--- config.mk ---
export PLATFORM = sky130hd
export DESIGN_NAME = fifo_1p_ctrl_flat
export DESIGN_NICKNAME = d
export VERILOG_FILES = /design/src/rtl/fifo_1p_ctrl_if.sv /design/src/rtl/fifo_1p_ctrl.sv /design/src/flat_wrapper.sv
export SDC_FILE = /design/constraint.sdc
export NUM_CORES = 1
export LEC_CHECK = 0
export ABC_AREA = 1
export CORE_UTILIZATION = 43
export DETAILED_ROUTE_END_ITERATION = 7
export GPL_TIMING_DRIVEN = 0
export PLACE_DENSITY = 0.81
export REMOVE_ABC_BUFFERS = 1
export SLEW_MARGIN = 5
export SYNTH_ARGS = -nofsm -noshare
export SYNTH_HDL_FRONTEND = slang
export SYNTH_SLANG_ARGS = --single-unit
--- constraint.sdc ---
create_clock -name clk -period 2.35 [get_ports clk]
set_input_delay 0.235 -clock clk [delete_from_list [all_inputs] [get_ports clk]]
set_output_delay 0.235 -clock clk [all_outputs]
set_load 0.005 [all_outputs]
--- src/rtl/fifo_1p_ctrl_if.sv ---
// rtl/fifo_1p_ctrl_if.sv - upstream/downstream stream bundle for fifo_1p_ctrl
interface fifo_1p_ctrl_if #(
    parameter int Word_Width = 32,
    parameter int Addr_Width = 8
);
    logic                  in_valid_i;
    logic                  in_ready_o;
    logic [Word_Width-1:0] in_data_i;
    logic                  out_valid_o;
    logic                  out_ready_i;
    logic [Word_Width-1:0] out_data_o;
    logic [Addr_Width+1:0] level_o;

    modport master (
        output in_valid_i, in_data_i, out_ready_i,
        input  in_ready_o, out_valid_o, out_data_o, level_o
    );

    modport slave (
        input  in_valid_i, in_data_i, out_ready_i,
        output in_ready_o, out_valid_o, out_data_o, level_o
    );
endinterface

--- src/rtl/fifo_1p_ctrl.sv ---
// rtl/fifo_1p_ctrl.sv - stream FIFO on one single-port RAM with a 2-entry output buffer
module fifo_1p_ctrl #(
    parameter int Word_Width = 32,
    parameter int Addr_Width = 8
) (
    input  logic                  clk,
    input  logic                  rst_n,
    input  logic                  clr_i,
    fifo_1p_ctrl_if.slave         s,
    output logic                  ram_cen_o,
    output logic                  ram_oen_o,
    output logic                  ram_wen_o,
    output logic [Addr_Width-1:0] ram_addr_o,
    output logic [Word_Width-1:0] ram_data_o,
    input  logic [Word_Width-1:0] ram_data_i
);
    localparam logic [Addr_Width:0] DEPTH = (Addr_Width+1)'(1) << Addr_Width;

    logic [Addr_Width-1:0] wr_ptr_q, wr_ptr_d;
    logic [Addr_Width-1:0] rd_ptr_q, rd_ptr_d;
    logic [Addr_Width:0]   ram_cnt_q, ram_cnt_d;
    logic                  rd_pend_q, rd_pend_d;
    logic                  last_wr_q, last_wr_d;
    logic [1:0]            obuf_cnt_q, obuf_cnt_d;
    logic [Word_Width-1:0] obuf0_q, obuf0_d;
    logic [Word_Width-1:0] obuf1_q, obuf1_d;

    logic rd_sel, in_ready, wr_do, rd_do, capture, pop;

    // Reads only when the buffer has a free slot counting the in-flight word;
    // once the buffer holds data, a read must follow a write so writes are never starved.
    always_comb begin
        rd_sel   = (ram_cnt_q != '0)
                && ((obuf_cnt_q + {1'b0, rd_pend_q}) < 2'd2)
                && ((obuf_cnt_q == 2'd0) || last_wr_q);
        in_ready = !clr_i && !rd_sel && (ram_cnt_q != DEPTH);
        wr_do    = s.in_valid_i && in_ready;
        rd_do    = rd_sel && !clr_i;
        capture  = rd_pend_q && !clr_i;
        pop      = (obuf_cnt_q != 2'd0) && s.out_ready_i;
    end

    assign s.in_ready_o  = in_ready;
    assign s.out_valid_o = (obuf_cnt_q != 2'd0);
    assign s.out_data_o  = obuf0_q;
    assign s.level_o     = (Addr_Width+2)'(ram_cnt_q) + (Addr_Width+2)'(rd_pend_q)
                         + (Addr_Width+2)'(obuf_cnt_q);

    assign ram_cen_o  = !(wr_do || rd_do);
    assign ram_wen_o  = !wr_do;
    assign ram_oen_o  = 1'b0;
    assign ram_addr_o = rd_sel ? rd_ptr_q : wr_ptr_q;
    assign ram_data_o = s.in_data_i;

    always_comb begin
        wr_ptr_d   = wr_ptr_q;
        rd_ptr_d   = rd_ptr_q;
        ram_cnt_d  = ram_cnt_q;
        rd_pend_d  = 1'b0;
        last_wr_d  = last_wr_q;
        obuf_cnt_d = obuf_cnt_q;
        obuf0_d    = obuf0_q;
        obuf1_d    = obuf1_q;

        if (wr_do) begin
            wr_ptr_d  = wr_ptr_q + 1'b1;
            ram_cnt_d = ram_cnt_q + 1'b1;
            last_wr_d = 1'b1;
        end else if (rd_do) begin
            rd_ptr_d  = rd_ptr_q + 1'b1;
            ram_cnt_d = ram_cnt_q - 1'b1;
            rd_pend_d = 1'b1;
            last_wr_d = 1'b0;
        end

        // Head always lives in obuf0 so out_data_o is a plain register.
        case ({capture, pop})
            2'b10: begin
                if (obuf_cnt_q == 2'd0) obuf0_d = ram_data_i;
                else                    obuf1_d = ram_data_i;
                obuf_cnt_d = obuf_cnt_q + 2'd1;
            end
            2'b01: begin
                obuf0_d    = obuf1_q;
                obuf_cnt_d = obuf_cnt_q - 2'd1;
            end
            2'b11: begin
                if (obuf_cnt_q == 2'd1) begin
                    obuf0_d = ram_data_i;
                end else begin
                    obuf0_d = obuf1_q;
                    obuf1_d = ram_data_i;
                end
            end
            default: ;
        endcase

        if (clr_i) begin
            wr_ptr_d   = '0;
            rd_ptr_d   = '0;
            ram_cnt_d  = '0;
            rd_pend_d  = 1'b0;
            last_wr_d  = 1'b1;
            obuf_cnt_d = 2'd0;
        end
    end

    always_ff @(posedge clk or negedge rst_n) begin
        if (!rst_n) begin
            wr_ptr_q   <= '0;
            rd_ptr_q   <= '0;
            ram_cnt_q  <= '0;
            rd_pend_q  <= 1'b0;
            last_wr_q  <= 1'b1;
            obuf_cnt_q <= 2'd0;
            obuf0_q    <= '0;
            obuf1_q    <= '0;
        end else begin
            wr_ptr_q   <= wr_ptr_d;
            rd_ptr_q   <= rd_ptr_d;
            ram_cnt_q  <= ram_cnt_d;
            rd_pend_q  <= rd_pend_d;
            last_wr_q  <= last_wr_d;
            obuf_cnt_q <= obuf_cnt_d;
            obuf0_q    <= obuf0_d;
            obuf1_q    <= obuf1_d;
        end
    end
endmodule

--- src/flat_wrapper.sv ---
// flat-port wrapper written by rule: the top's interface ports become plain ports
module fifo_1p_ctrl_flat 
#(
    parameter int Word_Width = 32,
    parameter int Addr_Width = 8
)
  (clk, rst_n, clr_i, ram_cen_o, ram_oen_o, ram_wen_o, ram_addr_o, ram_data_o, ram_data_i, s_in_valid_i, s_in_data_i, s_out_ready_i, s_in_ready_o, s_out_valid_o, s_out_data_o, s_level_o);
  fifo_1p_ctrl_if #(.Word_Width(Word_Width), .Addr_Width(Addr_Width)) s_i ();
  input  logic clk;
  input  logic rst_n;
  input  logic clr_i;
  output logic ram_cen_o;
  output logic ram_oen_o;
  output logic ram_wen_o;
  output logic [Addr_Width-1:0] ram_addr_o;
  output logic [Word_Width-1:0] ram_data_o;
  input  logic [Word_Width-1:0] ram_data_i;
  input wire logic [$bits(s_i.in_valid_i)-1:0] s_in_valid_i;
  input wire logic [$bits(s_i.in_data_i)-1:0] s_in_data_i;
  input wire logic [$bits(s_i.out_ready_i)-1:0] s_out_ready_i;
  output wire logic [$bits(s_i.in_ready_o)-1:0] s_in_ready_o;
  output wire logic [$bits(s_i.out_valid_o)-1:0] s_out_valid_o;
  output wire logic [$bits(s_i.out_data_o)-1:0] s_out_data_o;
  output wire logic [$bits(s_i.level_o)-1:0] s_level_o;
  assign s_i.in_valid_i = s_in_valid_i;
  assign s_i.in_data_i = s_in_data_i;
  assign s_i.out_ready_i = s_out_ready_i;
  assign s_in_ready_o = s_i.in_ready_o;
  assign s_out_valid_o = s_i.out_valid_o;
  assign s_out_data_o = s_i.out_data_o;
  assign s_level_o = s_i.level_o;
  fifo_1p_ctrl #(.Word_Width(Word_Width), .Addr_Width(Addr_Width)) u_core (.clk(clk), .rst_n(rst_n), .clr_i(clr_i), .s(s_i), .ram_cen_o(ram_cen_o), .ram_oen_o(ram_oen_o), .ram_wen_o(ram_wen_o), .ram_addr_o(ram_addr_o), .ram_data_o(ram_data_o), .ram_data_i(ram_data_i));
endmodule
; Word-level counts from Yosys, hierarchy flattened
; Index checks and enable logic that the tools add are counted.
[classes]
addsub = 9
order_cmp = 1
n_eq_ne = 9
n_mux = 23
reduce_logical = 26
[ops]
columns = operator, count
row1 = $mux W32, 4
row2 = $pmux W32 S3, 1
row3 = $pmux W32 S2, 1
row4 = $mux W8, 6
row5 = $mux W9, 3
row6 = $add A8 B1 Y8 const B, 2
row7 = $add A10 B2 Y10, 1
row8 = $add A9 B1 Y10, 1
row9 = $add A9 B1 Y9 const B, 1
row10 = $ne A9 B9 Y1 const B, 1
row11 = $reduce_bool A3 Y1, 3
row12 = $reduce_bool A9 Y1, 1
row13 = $sub A9 B1 Y9 const B, 1
row14 = $logic_and A1 B1 Y1, 8
row15 = $reduce_bool A2 Y1, 4
row16 = $mux W1, 6
row17 = $ne A2 B2 Y1 const B, 3
row18 = $eq A2 B1 Y1 const B, 2
row19 = $eq A2 B2 Y1 const B, 2
row20 = $logic_not A1 Y1, 4
row21 = $pmux W2 S2, 1
row22 = $reduce_and A2 Y1, 2
row23 = $reduce_and A3 Y1, 1
row24 = $add A2 B1 Y2, 1
row25 = other kinds (7), 8
[totals]
ff_bits = 93
inputBits = 69
out_inout_bits = 87
wordCells = 76

; Logic depth before layout (Yosys ltp)
; Gate-level depths: netlist of run 1.
[logic_depth]
ltp_word = 10
ltp_mapped = 16
depth_no_buf = 16

; Least setup slack after synthesis of run 1
; No wires, ideal clock.
[synth_timing]
path_type = reg-to-reg
startpoint = register u_core.obuf_cnt_q[0]
endpoint = register u_core.ram_cnt_q[6]
setup_time_ns = 0.124
arrival_time_ns = 2.243
slack_ns = -0.017
path_stages_with_launch = 16
n_path_buf = 0
synth_period_minus_slack_ns = 2.367
path_cell_list = dfrtp_1 -> inv_1 -> ha_1 -> nor2_1 -> nor2_2 -> nand2_4 -> nand4_4 -> inv_2 -> fa_1 -> inv_1 -> nand3_1 -> nand2_1 -> nand2_1 -> a21oi_1 -> xor2_1 -> o21ai_1
[synth_via]
elab_chain_len = 10
[synth_lines]
columns = element, line
row1 = start: declaration, fifo_1p_ctrl.sv:24  ; logic [1:0] obuf_cnt_q, obuf_cnt_d;
row2 = start signal: assignment, fifo_1p_ctrl.sv:124  ; obuf_cnt_q <= obuf_cnt_d;
row3 = $add A2 B1 Y2, fifo_1p_ctrl.sv:34  ; && ((obuf_cnt_q + {1'b0, rd_pend_q}) < 2'd2)
row4 = $lt A2 B2 Y1, fifo_1p_ctrl.sv:34
row5 = $logic_and A1 B1 Y1, fifo_1p_ctrl.sv:34
row6 = $logic_and A1 B1 Y1 *, fifo_1p_ctrl.sv:35  ; && ((obuf_cnt_q == 2'd0) || last_wr_q);
row7 = $logic_not A1 Y1, fifo_1p_ctrl.sv:36  ; in_ready = !clr_i && !rd_sel && (ram_cnt_q != DEPTH);
row8 = $logic_and A1 B1 Y1 (2 in series), fifo_1p_ctrl.sv:36
row9 = $logic_and A1 B1 Y1, fifo_1p_ctrl.sv:37  ; wr_do = s.in_valid_i && in_ready;
row10 = $mux W9, fifo_1p_ctrl.sv:65  ; if (wr_do) begin
row11 = $mux W9, fifo_1p_ctrl.sv:98  ; if (clr_i) begin
row12 = end signal: assignment, fifo_1p_ctrl.sv:121  ; ram_cnt_q <= ram_cnt_d;
row13 = end: declaration, fifo_1p_ctrl.sv:21  ; logic [Addr_Width:0] ram_cnt_q, ram_cnt_d;
; Mark *: on every way between the ends. The rest lies on a longest branch, timed or not.
; A chain may end at the register's enable or synchronous reset.

; Worst setup path in the final report of run 1
[layout_timing]
startpoint = register u_core.ram_cnt_q[0]
endpoint = register u_core.ram_cnt_q[6]
[layout_via]
elab_chain_len = 9
[layout_lines]
columns = element
row1 = branches (longest 9 deep; another with $sub A9 B1 Y9)
; Several ways; the timed one is not identified. The select of a mux whose other input is x is not followed.

==> results.py, run 1 <==
metrics = {
    "route": {
        "drcViolationCount": 0,
        "drt_wl_total_um": 15200,
        "ant_nets": 0,
        "avgRoutedWirePerCell_um": 17.7,
        "first_pass_iters": 5,
        "vias_per_cell": 5.48,
        "vias": 4720,
        "first_iter_violations": 316,
    },
    "timing": {
        "period_needed_ns": 2.52,
        "fmax_ghz": 0.397,
        "worstMarginPinSlew_ns": 0.894,
        "fin_hold_ws_ns": 0.395,
        "fin_ws_ns": -0.170,
        "hold_violations": 0,
        "slew_viol_final": 0,
        "finalClockSkew_ns": 0.00602,
        "finalCritPeriodShare_pct": 107,
        "setup_viol": 9,
        "relSlewSlack_pct": 40.2,
        "rsz0062_at_grt": "true",
    },
    "power_and_ir_drop": {
        "power.total_w": 0.00989,
        "power_density_mw_per_mm2": 1420,
        "power_leakage_nw": 3.06,
        "ir_drop_mv": 0.997,
    },
    "grt": {
        "busiest_layer": "met2",
        "grt_use_met3_pct": 8.60,
        "grt.met2_usage_pct": 39.7,
        "track_usage_pct": 25.0,
        "antenna_found_initial": 0,
        "grt_max_degree": 56,
        "grt.met1_usage_pct": 30.7,
        "grt_pass1_wl_um": 22700,
        "grt_pass1_vias": 4498,
        "overflow": 0,
    },
    "critical_path": {
        "r2r_cells": 16,
        "crit_end": "u_core.ram_cnt_q[6]$_DFFE_PN0P_",
        "crit_required_ns": 2.58,
        "reg2reg_to": "u_core.ram_cnt_q[6]$_DFFE_PN0P_",
        "start_kind": "flip-flop",
        "endpoint_kind": "flip-flop",
        "worstSetupPathType": "flip-flop to flip-flop",
        "ff2ff_setup_slack_ns": -0.17,
        "timing.rr.start": "u_core.ram_cnt_q[0]$_DFFE_PN0P_",
        "crit_start": "u_core.ram_cnt_q[0]$_DFFE_PN0P_",
        "cp_max_fo": 3,
        "crit_arrival_ns": 2.75,
    },
    "logic_synthesis": {
        "synth_warnings": 0,
        "synth_area_mm2": 0.00501,
        "synth_edf_count": 0,
        "synth_cell_type_count": 35,
        "synth_top_area_cell": "dfrtp_1",
        "synth_most_common_cell": "dfrtp_1",
        "syn_avg_cell_area_um2": 8.28,
        "synth_commonest_cells": "92 x dfrtp_1, 81 x nand2_1, 79 x nor2_1, 67 x inv_1, 65 x o21ai_0",
        "netlist_instances": 605,
        "async_flop_share_pct": 100,
        "ys_seq_elements": 93,
        "ys.flop_type": "dfrtp_1",
        "synth_top_area_share_pct": 45.9,
        "yosysSeqAreaShare_pct": 46.5,
        "synthTopCellsByArea": "dfrtp_1 46%, o21ai_0 6.5%, nand2_1 6.1%",
    },
    "clock_network": {
        "clkSinkCount": 93,
        "clkTransAtPathRegs_ns": 0.07,
        "clockRootBuffer": "clkbuf_16",
        "cts_buffers": 9,
        "clk_latency_ns": 0.35,
        "cts.path.max_buffers": 2,
        "htreeDepth": 3,
        "cts_tree": "done",
    },
    "placement": {
        "placed_cells": 788,
        "dp_hpwl_um": 8690,
        "port_buffers": 90,
        "gp_congestion": 0.881,
    },
    "hold_path": {
        "hold_path_class": "primary input to flip-flop",
    },
    "floorplan": {
        "fp.dieH_um": 110,
        "start_util_pct": 44.1,
        "core_mm2": 0.0114,
        "pin_count": 156,
        "die_area_mm2": 0.0121,
        "die_w_um": 110,
        "row_count": 39,
    },
    "final_layout": {
        "stdcell_count": 862,
        "final-seq-area_mm2": 0.00234,
        "utilization_pct": 61.2,
        "n_antenna_cell": 0,
        "multiInputGateArea_mm2": 0.00244,
        "num-nets-final": 798,
        "syn_to_final_growth_pct": 38.7,
        "fillers": 942,
        "drive_gt1_share_pct": 25.9,
    },
    "run_status": {
        "violations": "setup timing",
        "status": "finished with violations",
    },
    "flow_run": {
        "drv_cap": 0,
    },
}
[cell type report]
cell class	instances	area share, %
Tap cell	143	2.57
Timing Repair Buffer	150	20.1
Sequential cell	93	33.6
Clock buffer	12	3.69
Inverter	73	4.14
Multi-Input combinational cell	387	35.1
Clock inverter	4	0.792
[worst max-delay path: stages, from the launching register on]
cell	delay, ns
dfrtp_1	0.40
buf_6	0.14
nor2_4	0.10
nand2_2	0.07
nor2_4	0.12
buf_4	0.14
nand2_2	0.07
nand4_4	0.15
inv_4	0.07
fa_2	0.36
inv_1	0.08
nand3_2	0.10
nand2_2	0.11
nand2_2	0.08
a21oi_2	0.15
xor2_1	0.17
o21ai_1	0.09
[flip-flops by register name, indices dropped and copies added (netlist names)]
register / cells
u_core.last_wr_q: 1
u_core.obuf1_q: 32
u_core.wr_ptr_q: 8
u_core.s.out_data_o: 32
u_core.rd_ptr_q: 8
u_core.rd_pend_q: 1
u_core.ram_cnt_q: 9
u_core.obuf_cnt_q: 2
[worst min-delay path by stage]
stage | from | to | cells past startpoint
global placement | u_core.rd_ptr_q[6]$_DFFE_PN0P_ | u_core.rd_ptr_q[6]$_DFFE_PN0P_ | 1
finish | clr_i | u_core.obuf_cnt_q[1]$_DFFE_PN0P_ | 2
floorplan | rst_n | u_core.obuf1_q[0]$_DFFE_PN0P_ | 0
CTS | rst_n | u_core.obuf1_q[15]$_DFFE_PN0P_ | 2
detailed placement | rst_n | u_core.obuf1_q[15]$_DFFE_PN0P_ | 1
global route | clr_i | u_core.obuf_cnt_q[1]$_DFFE_PN0P_ | 2
[report_power, final]
group	switching (W)	total (W)	internal, W
clock network	0.000643	0.00153	0.000889
logic	0.00304	0.00569	0.00265
registers	0.000365	0.00267	0.00230
[repair_timing]
item / in CTS / in global routing
gates resized for setup: 102 / 56
hold buffers: 1 / 0
pin swaps: 36 / 34
endpoints found under the hold margin: 44 / 0
gates cloned: 2 / 0
endpoints found under the setup margin: 61 / 33
buffers inserted: 42 / 16
[logic make-up after synthesis]
| kind of cell | share of synthesized area (%) |
|---|---|
| flip-flops | 46.5 |
| other | 0.0748 |
| AND/OR/NAND/NOR | 17.9 |
| AO/OA/AOI/OAI | 14.7 |
| adder cells (fa/ha/maj) | 4.19 |
| XOR/XNOR | 2.80 |
| buffers and inverters | 12.5 |
| multiplexers | 1.35 |
[metal layers]
metal	up-vias	wire, um
li1	2151	-
met1	2294	6100
met2	240	7400
met3	35	1310
met4	0	407
met5	-	0
[per-stage QoR]
| step | cell area [um2] | setup TNS [ns] | worst slack (ns) |
|---|---|---|---|
| after global placement | 5740 | -301.03 | -2.33 |
| final | 6950 | -0.915 | -0.170 |
| after global routing | 6950 | -1.93 | -0.239 |
| after floorplan | 4660 | -13.09 | -0.553 |
| after detailed placement | 5840 | -21.75 | -0.813 |
| after CTS | 6710 | -0.958 | -0.140 |
[placed cells by master (no fill, tap or decap), types with 5 or more instances in the layout]
| master | Yosys | final |
|---|---|---|
| buf_4 | 36 | 49 |
| inv_2 | 6 | 11 |
| a31oi_1 | 5 | 5 |
| a21oi_2 | 0 | 6 |
| mux2_2 | 6 | 6 |
| clkbuf_16 | 0 | 9 |
| dlygate4sd2_1 | 0 | 5 |
| o21ai_1 | 15 | 19 |
| xor2_1 | 13 | 12 |
| nand3_2 | 0 | 5 |
| nand3_1 | 24 | 17 |
| dfrtp_2 | 0 | 8 |
| dfrtp_1 | 92 | 84 |
| o21ai_0 | 65 | 58 |
| nor2_4 | 4 | 11 |
| nand2_2 | 2 | 12 |
| ha_1 | 12 | 5 |
| nand2_1 | 81 | 69 |
| buf_2 | 6 | 6 |
| nor2_1 | 79 | 72 |
| clkbuf_2 | 1 | 5 |
| a21oi_1 | 45 | 38 |
| o22ai_1 | 6 | 6 |
| buf_6 | 1 | 5 |
| clkdlybuf4s50_1 | 0 | 69 |
| ha_4 | 0 | 7 |
| inv_1 | 67 | 57 |
(Power assumes the default switching activity.)
==> run 2: changes to the inputs <==
CELL_PAD_IN_SITES_DETAIL_PLACEMENT = 2   (was unset)
CELL_PAD_IN_SITES_GLOBAL_PLACEMENT = 2   (was unset)
CORE_UTILIZATION = 24   (was 43)
PLACE_DENSITY = 0.79   (was 0.81)
SKIP_CTS_REPAIR_TIMING = 1   (was unset)
==> results.py, run 2 (same netlist as run 1, synthesis figures left out) <==
metrics = {
    "clock_network": {
        "clkTransAtPathRegs_ns": 0.08,
        "clk_latency_ns": 0.36,
        "cts_buffers": 9,
        "cts.path.max_buffers": 2,
        "clockRootBuffer": "clkbuf_16",
        "htreeDepth": 3,
        "cts_tree": "done",
        "clkSinkCount": 93,
    },
    "critical_path": {
        "crit_arrival_ns": 2.91,
        "worstSetupPathType": "flip-flop to flip-flop",
        "critical_path_buf_inv_count": 1,
        "crit_start": "u_core.ram_cnt_q[0]$_DFFE_PN0P_",
        "crit_slowest_cell": "dfrtp_2",
        "r2r_cells": 14,
        "crit_required_ns": 2.59,
        "crit_cells": 14,
        "path_cells": "nor2_2, nand2_2, nor2_4, nand2_4, nand2_4, nand4_4, buf_6, ha_4, nand3_4, nand2_4, nand2_2, a21oi_2, xor2_1, o21ai_1",
        "timing.rr.start": "u_core.ram_cnt_q[0]$_DFFE_PN0P_",
        "cp_top_family": "simple AND/OR/NAND/NOR gates",
        "endpoint_kind": "flip-flop",
        "cp_max_fo": 7,
        "slowest_delay_ns": 0.46,
        "start_kind": "flip-flop",
        "cpMostUsedCell": "nand2_4",
    },
    "power_and_ir_drop": {
        "ir_drop_mv": 0.598,
        "power_leakage_nw": 3.19,
        "power_density_mw_per_mm2": 1400,
    },
    "route": {
        "vias_per_cell": 4.64,
        "ant_nets": 0,
        "first_iter_violations": 158,
        "first_pass_iters": 4,
        "vias": 4583,
        "drt_wl_total_um": 18000,
        "drcViolationCount": 0,
        "avgRoutedWirePerCell_um": 18.3,
    },
    "final_layout": {
        "syn_to_final_growth_pct": 43.2,
        "layout_common_cells": "84 x dfrtp_1, 74 x nor2_1, 71 x nand2_1, 70 x clkdlybuf4s50_1, 58 x o21ai_0",
        "utilization_pct": 35.2,
        "final-seq-area_mm2": 0.00234,
        "num-nets-final": 796,
        "drive_gt1_share_pct": 24.8,
        "final_common_cell": "dfrtp_1",
        "fillers": 2253,
        "multiInputGateArea_mm2": 0.00248,
        "n_antenna_cell": 0,
    },
    "floorplan": {
        "row_count": 52,
        "start_util_pct": 24.6,
        "pin_count": 156,
        "die_w_um": 147,
        "die_area_mm2": 0.0215,
        "core_mm2": 0.0204,
        "fp.dieH_um": 147,
    },
    "timing": {
        "fin_hold_ws_ns": 0.404,
        "setup_viol": 15,
        "slew_viol_final": 0,
        "fmax_ghz": 0.375,
        "finalCritPeriodShare_pct": 113,
        "worstMarginPinSlew_ns": 0.734,
        "fin_ws_ns": -0.316,
        "relSlewSlack_pct": 51.0,
        "final.setup.tns_ns": -2.43,
        "hold_violations": 0,
        "period_needed_ns": 2.67,
        "finalClockSkew_ns": 0.0146,
        "rsz0062_at_grt": "true",
    },
    "grt": {
        "antenna_found_initial": 0,
        "overflow": 0,
        "grt_pass1_vias": 4540,
        "grt_pass1_wl_um": 24600,
        "grt_max_degree": 55,
        "track_usage_pct": 14.6,
    },
    "placement": {
        "gp_congestion": 0.739,
        "dp_hpwl_um": 11100,
        "port_buffers": 90,
    },
    "run_status": {
        "status": "finished with violations",
        "violations": "setup timing",
    },
    "hold_path": {
        "hold_path_class": "primary input to async pin",
    },
    "flow_run": {
        "drv_cap": 0,
    },
}
==> run 2: cell types whose count changed in the layout (fill, tap and decap cells not counted), sizes merged <==
cell and change:
clkinvlp +1, clkdlybuf4s15 -3, nand4 +1, clkdlybuf4s50 +1, clkbuf -5, bufinv -1
clkinv +1, inv +1, dlymetal6s2s +12, nand2 -1, buf -4, dlygate4sd2 -5
==> run 2: per-layer routing <==
| layer | vias up | global-route usage (%) | wire [um] |
|---|---|---|---|
| met2 | 122 | 23.0 | 9030 |
| met3 | 15 | 5.44 | 935 |
| met1 | 2303 | 19.2 | 7880 |
| li1 | 2143 | - | - |
| met5 | - | 1.14 | 0 |
| met4 | 0 | 2.81 | 173 |
==> run 2: final cells by class <==
class                           instances  share of cell area (%)
Sequential cell                        93                    32.6
Multi-Input combinational cell        387                    34.5
Inverter                               73                    3.97
Tap cell                              270                    4.71
Clock buffer                           10                    3.33
Clock inverter                          6                   0.732
Timing Repair Buffer                  148                    20.2
==> run 2: path summary, 6_finish.rpt <==
path | endpoint | slack, ns
max in group asynchronous | u_core.last_wr_q$_DFFE_PN1P_ | 1.21
max | u_core.ram_cnt_q[6]$_DFFE_PN0P_ | -0.32
min reg2reg | u_core.rd_ptr_q[6]$_DFFE_PN0P_ | 0.48
min | u_core.s.out_data_o[12]$_DFFE_PN0P_ | 0.40
max reg2reg | u_core.ram_cnt_q[6]$_DFFE_PN0P_ | -0.32
min in group clk | u_core.obuf_cnt_q[1]$_DFFE_PN0P_ | 0.41
==> run 2: power breakdown <==
| group | leakage [nW] | internal, W | switching [W] |
|---|---|---|---|
| Combinational | 1.93 | 0.00275 | 0.00312 |
| Clock | 0.138 | 0.000765 | 0.000709 |
| Sequential | 1.12 | 0.00230 | 0.000377 |
==> run 2: per-stage QoR <==
stage	cell area (um2)	instances	power, W	setup slack [ns]
finish	7180	987	0.0100	-0.316
detailed placement	6020	917	0.00695	-1.06
global placement	5900	911	0.00665	-2.87
CTS	6310	933	0.00849	-0.989
global route	7180	987	0.0108	-0.458
floorplan	4660	551	0.00498	-0.553
==> run 2: worst register-to-register path, stage by stage, from the launching register on <==
cell,delay (ns)
dfrtp_2,0.46
nor2_2,0.14
nand2_2,0.09
nor2_4,0.17
nand2_4,0.08
nand2_4,0.14
nand4_4,0.27
buf_6,0.24
ha_4,0.30
nand3_4,0.10
nand2_4,0.09
nand2_2,0.08
a21oi_2,0.14
xor2_1,0.17
o21ai_1,0.09
